[config.mk]
export PLATFORM = sky130hd
export DESIGN_NAME = seq_bcd_converter
export DESIGN_NICKNAME = d
export VERILOG_FILES = /design/src/rtl/seq_bcd_converter.sv
export SDC_FILE = /design/constraint.sdc
export NUM_CORES = 1
export LEC_CHECK = 0
export ABC_AREA = 1
export ABC_CLOCK_PERIOD_IN_PS = 1200
export CAP_MARGIN = 40
export CORE_MARGIN = 2
export CORE_UTILIZATION = 50
export CTS_BUF_LIST = sky130_fd_sc_hd__clkbuf_2 sky130_fd_sc_hd__clkbuf_4 sky130_fd_sc_hd__clkbuf_8
export CTS_CLUSTER_DIAMETER = 200
export DETAILED_ROUTE_END_ITERATION = 8
export GPL_TIMING_DRIVEN = 1
export PLACE_DENSITY_LB_ADDON = 0.15
export SYNTH_ARGS = -nofsm -noshare
export SYNTH_HDL_FRONTEND = slang
export SYNTH_SLANG_ARGS = --single-unit
[constraint.sdc]
create_clock -name clk -period 1.2 [get_ports clk]
set_input_delay 0.18 -clock clk [delete_from_list [all_inputs] [get_ports clk]]
set_output_delay 0.18 -clock clk [all_outputs]
set_load 0.02 [all_outputs]
[src/rtl/seq_bcd_converter.sv]
// Sequential double-dabble binary-to-BCD converter, one iteration per clock.
// Optional two's-complement input handling is enabled by defining SEQ_BCD_SIGNED_EN.
module seq_bcd_converter #(
   parameter int WIDTH  = 9,
   parameter int DIGITS = 3
) (
   input  logic                clk,
   input  logic                rst_n,
   input  logic                start,
   input  logic [WIDTH-1:0]    value,
   output logic                busy,
   output logic                done,
   output logic [4*DIGITS-1:0] bcd,
`ifdef SEQ_BCD_SIGNED_EN
   output logic                sign,
`endif
   output logic                overflow
);

   localparam int BW = 4 * DIGITS;
   localparam int CW = $clog2(WIDTH + 1);

   typedef enum logic [1:0] {
      IDLE  = 2'd0,
      SHIFT = 2'd1,
      DONE  = 2'd2
   } state_t;

   // Add 3 to every digit above 4 so the following left shift carries correctly.
   function automatic logic [BW-1:0] f_add3(input logic [BW-1:0] d);
      logic [BW-1:0] r;
      r = d;
      for (int k = 0; k < DIGITS; k++) begin
         if (d[4*k +: 4] > 4'd4) begin
            r[4*k +: 4] = d[4*k +: 4] + 4'd3;
         end else begin
            r[4*k +: 4] = d[4*k +: 4];
         end
      end
      return r;
   endfunction

`ifdef SEQ_BCD_SIGNED_EN
   // Magnitude as a WIDTH-bit unsigned value, so the most negative input maps to 2^(WIDTH-1).
   function automatic logic [WIDTH-1:0] f_magnitude(input logic [WIDTH-1:0] v);
      logic [WIDTH-1:0] m;
      if (v[WIDTH-1]) begin
         m = ~v + {{(WIDTH-1){1'b0}}, 1'b1};
      end else begin
         m = v;
      end
      return m;
   endfunction
`endif

   state_t           r_state, w_state_nxt;
   logic [CW-1:0]    r_cnt, w_cnt_nxt;
   logic [WIDTH-1:0] r_op, w_op_nxt;
   logic [BW-1:0]    r_work, w_work_nxt;
   logic             r_ovf_work, w_ovf_work_nxt;
   logic             r_busy, w_busy_nxt;
   logic             r_done, w_done_nxt;
   logic [BW-1:0]    r_bcd, w_bcd_nxt;
   logic             r_ovf, w_ovf_nxt;
   logic [BW-1:0]    w_adj;
   logic [BW-1:0]    w_shift_work;
   logic             w_shift_ovf;
   logic [WIDTH-1:0] w_accept_op;
`ifdef SEQ_BCD_SIGNED_EN
   logic             r_sign_work, w_sign_work_nxt;
   logic             r_sign, w_sign_nxt;
`endif

`ifdef SEQ_BCD_SIGNED_EN
   assign w_accept_op = f_magnitude(value);
`else
   assign w_accept_op = value;
`endif

   assign w_adj        = f_add3(r_work);
   assign w_shift_work = {w_adj[BW-2:0], r_op[WIDTH-1]};
   assign w_shift_ovf  = r_ovf_work | w_adj[BW-1];

   // Next-state and next-output logic.
   always_comb begin
      w_state_nxt    = r_state;
      w_cnt_nxt      = r_cnt;
      w_op_nxt       = r_op;
      w_work_nxt     = r_work;
      w_ovf_work_nxt = r_ovf_work;
      w_busy_nxt     = r_busy;
      w_done_nxt     = 1'b0;
      w_bcd_nxt      = r_bcd;
      w_ovf_nxt      = r_ovf;
`ifdef SEQ_BCD_SIGNED_EN
      w_sign_work_nxt = r_sign_work;
      w_sign_nxt      = r_sign;
`endif
      case (r_state)
         IDLE, DONE: begin
            if (start) begin
               w_state_nxt    = SHIFT;
               w_cnt_nxt      = CW'(WIDTH);
               w_op_nxt       = w_accept_op;
               w_work_nxt     = {BW{1'b0}};
               w_ovf_work_nxt = 1'b0;
               w_busy_nxt     = 1'b1;
`ifdef SEQ_BCD_SIGNED_EN
               w_sign_work_nxt = value[WIDTH-1];
`endif
            end else begin
               w_state_nxt = IDLE;
               w_busy_nxt  = 1'b0;
            end
         end
         SHIFT: begin
            w_work_nxt     = w_shift_work;
            w_op_nxt       = {r_op[WIDTH-2:0], 1'b0};
            w_ovf_work_nxt = w_shift_ovf;
            w_cnt_nxt      = r_cnt - CW'(1);
            // The final iteration's result goes straight to the output registers.
            if (r_cnt == CW'(1)) begin
               w_state_nxt = DONE;
               w_busy_nxt  = 1'b0;
               w_done_nxt  = 1'b1;
               w_bcd_nxt   = w_shift_work;
               w_ovf_nxt   = w_shift_ovf;
`ifdef SEQ_BCD_SIGNED_EN
               w_sign_nxt  = r_sign_work;
`endif
            end else begin
               w_state_nxt = SHIFT;
            end
         end
         default: begin
            w_state_nxt = IDLE;
            w_busy_nxt  = 1'b0;
            w_cnt_nxt   = {CW{1'b0}};
         end
      endcase
   end

   // State and output registers with synchronous active-low reset.
   always_ff @(posedge clk) begin
      if (!rst_n) begin
         r_state    <= IDLE;
         r_cnt      <= {CW{1'b0}};
         r_op       <= {WIDTH{1'b0}};
         r_work     <= {BW{1'b0}};
         r_ovf_work <= 1'b0;
         r_busy     <= 1'b0;
         r_done     <= 1'b0;
         r_bcd      <= {BW{1'b0}};
         r_ovf      <= 1'b0;
`ifdef SEQ_BCD_SIGNED_EN
         r_sign_work <= 1'b0;
         r_sign      <= 1'b0;
`endif
      end else begin
         r_state    <= w_state_nxt;
         r_cnt      <= w_cnt_nxt;
         r_op       <= w_op_nxt;
         r_work     <= w_work_nxt;
         r_ovf_work <= w_ovf_work_nxt;
         r_busy     <= w_busy_nxt;
         r_done     <= w_done_nxt;
         r_bcd      <= w_bcd_nxt;
         r_ovf      <= w_ovf_nxt;
`ifdef SEQ_BCD_SIGNED_EN
         r_sign_work <= w_sign_work_nxt;
         r_sign      <= w_sign_nxt;
`endif
      end
   end

   assign busy     = r_busy;
   assign done     = r_done;
   assign bcd      = r_bcd;
   assign overflow = r_ovf;
`ifdef SEQ_BCD_SIGNED_EN
   assign sign     = r_sign;
`endif

endmodule

==> key figures <==
Floorplanning
  • Die height: 67 um
  • Starting Density: 0.530
  • Row cnt: 22
  • Die area: 0.00449 mm^2
  • CORE AREA: between 0.003 and 0.004 mm^2
  • Ports: 27
  • Die span in x: 67 um

Placement
  • Dpl hpwl: between 3000 and 4000 um
  • Dpl ws: -184 ps
  • GPL Wtd Cong: 0.806
  • I/O Buffers: 26
  • Placed cell count: roughly 350

Timing
  • Minimum clock period: roughly 1200 ps
  • Worst Clk Skew: between 3 and 4 ps
  • F_max: about 820 MHz
  • Period utilization: 1.01
  • Slew @ Worst Pin: between 300 and 400 ps
  • Final setup vio count: 3
  • Final slew viol count: 0
  • Max-slew headroom: 0.795
  • Final worst slack: -13.2 ps
  • Final Hold Fails: 0
  • RSZ-0062 raised after global routing: true

CTS
  • CTS clk-pin slew, worst paths: around 80 ps
  • Clock latency on the worst-skew pair: just under 300 ps
  • Clock buffer depth: 2
  • Root buffer cell: clkbuf_8
  • CTS tree: yes
  • Number of buffers created by CTS: 5
  • CTS H-tree depth: 2
  • CTS Sinks: between 40 and 50
  • Hold_buf cts: 0

Synth
  • Synth cell types: 27
  • Count leader, synth: nand2_1
  • Top post-synthesis cells by count: nand2_1, dfxtp_1, inv_1
  • Synthesized area per cell: approximately 7.4 um^2
  • Post-Syn Nets: between 200 and 300
  • Area contributors post-synth: dfxtp_1, nand2_1, a21oi_1, nand3_1, ha_1
  • Synth Register Bits: between 40 and 50
  • Number of synthesized flops with an enable pin: 0
  • Synth Cell Area: roughly 0.002 mm^2
  • Ys flop type: dfxtp_1
  • Ys async rst share: 0
  • Post-synthesis cell count: between 200 and 300
  • Number of synthesis warnings: 0
  • Sequential element share of the synthesized area: 0.434
  • Share of the synthesized area in the top cell type: 0.434
  • Post-synth top area cell: dfxtp_1

Job
  • Max cap viols: 0

Layout
  • # nets final: 339
  • Layout cell share with drive strength beyond 1: 0.321
  • Non-filler cells, final: about 370
  • Synth-to-layout area growth: 43.6%
  • N_diodes: 0

Power and ir drop
  • Overall Power: 2.95 mW
  • Psw: around 0.80 mW
  • Power Internal: roughly 2.2 mW
  • Peak supply drop: about 740 uV
  • Comb pwr share: 0.183
  • Lkg Pwr: approximately 1.2 nW
  • Clock power share: 0.297
  • Sequential Power Share: 0.520
  • Sw Share: 0.270
  • Pwr Density: a little over 1000 mW/mm^2

Route
  • DR iter-0 viols: 75
  • Per-cell routed wire length: 13.5 um
  • Routed vias/inst: about 5.3
  • Routed Antenna Nets: 0
  • Drt total wl: 4950 um
  • Drc violations: 0
  • 1st-pass router iterations: 4
  • Vias: a little under 2000

Status
  • Status: finished with violations
  • Violated checks: negative setup slack

Hold path
  • Tightest Hold Check Type: flip-flop to flip-flop

Critical path
  • CP Class: flip-flop to flip-flop
  • WP data required: approximately 1400 ps
  • Maximum fanout along the worst path: 4
  • CP Launch Type: flip-flop
  • Worst endpoint data arrival time: around 1500 ps
  • Setup crit end kind: flip-flop

Global route
  • Vias in the first global route: around 1800
  • Largest net degree at the start of global routing: 24
  • Gr usage total: 0.227
  • First-pass GRT wire length: around 7700 um
  • GRT overflow: 0
  • Antenna violations before repair: 0
power by group through the flow:
stage               clock [mW]  combinational, mW  sequential, mW
finish                   0.875              0.540            1.54
global route             0.947              0.598            1.54
CTS                      0.885              0.491            1.53
detailed placement           0              0.495            1.56
global placement             0              0.489            1.56
floorplan                    0              0.274            1.58
routing by layer:
metal,share of wire,track usage,vias up
met5,0,0,-
met4,0.021,0.0638,0
met2,0.51,0.403,35
met3,0.021,0.0405,11
li1,-,-,973
met1,0.44,0.276,913
cells by family (layout without fill, tap and decap cells):
| group | after synthesis | after routing | share of synthesized area |
|---|---|---|---|
| AO/OA/AOI/OAI | 62 | 62 | 0.168 |
| XOR/XNOR | 3 | 3 | 0.0132 |
| adder cells (fa/ha/maj) | 8 | 8 | 0.0504 |
| buffers and inverters | 40 | 91 | 0.0857 |
| flip-flops | 43 | 43 | 0.434 |
| AND/OR/NAND/NOR | 111 | 111 | 0.248 |
placed cells by master (no fill, tap or decap), types with 6 or more instances in the layout:
| cell type | count |
|---|---|
| dlygate4sd2_1 | 13 |
| ha_4 | 6 |
| nand2_2 | 9 |
| dfxtp_2 | 10 |
| dfxtp_1 | 33 |
| a21oi_1 | 20 |
| o21ai_0 | 10 |
| nor2_1 | 12 |
| nand2_1 | 52 |
| o21ai_1 | 13 |
| buf_4 | 19 |
| inv_4 | 10 |
| nand3_1 | 19 |
| nor2_2 | 7 |
| inv_1 | 15 |
| o22ai_1 | 8 |
| clkdlybuf4s50_1 | 11 |
worst paths after layout:
check | from | endpoint | slack, ps | cells after the start
worst min-delay path | r_op[8] | bcd[0] | 460 | 2
worst min register to register | r_op[8] | bcd[0] | 460 | 2
worst max-delay path | r_work[8] | r_work[11] | -10 | 8
worst max register to register | r_work[8] | r_work[11] | -10 | 8
registers in the layout, indices dropped and copies added, names as in the netlist:
register,flops
bcd,12
r_work,12
r_op,9
r_cnt,4
r_state,2
busy,1
done,1
overflow,1
r_ovf_work,1
worst max-delay path: stages (launching register included):
cell	delay [ps]
dfxtp_2	360
inv_4	50
buf_6	110
ha_4	150
xnor2_2	120
nand2_1	80
nand2_2	100
nand2_2	70
a21oi_2	110
layout make-up:
type | count | area [um^2]
inverter | 32 | 150
timing repair buffer | 53 | 515
fill | 277 | 895
tap | 48 | 60.1
sequential | 43 | 873
clock buffer | 6 | 76.3
multi-input combinational | 184 | 1170
timing repair:
item                                    in CTS  in global routing
gates resized for setup                     40                 70
endpoints found under the setup margin      39                 36
setup buffers                                1                  5
pin swaps                                    8                 20
through the flow:
step	hold slack, ps	setup TNS, ps	cell area (um^2)	util
6_report	461	-26.5	2850	0.761
5_1_grt	485	-759	2850	0.761
4_1_cts	469	0	2600	0.695
3_5_place_dp	455	-3970	2490	0.665
3_3_place_gp	452	-3010	2490	0.665
2_1_floorplan	318	0	2010	-
Note: power is estimated with default switching activity, not from simulation.
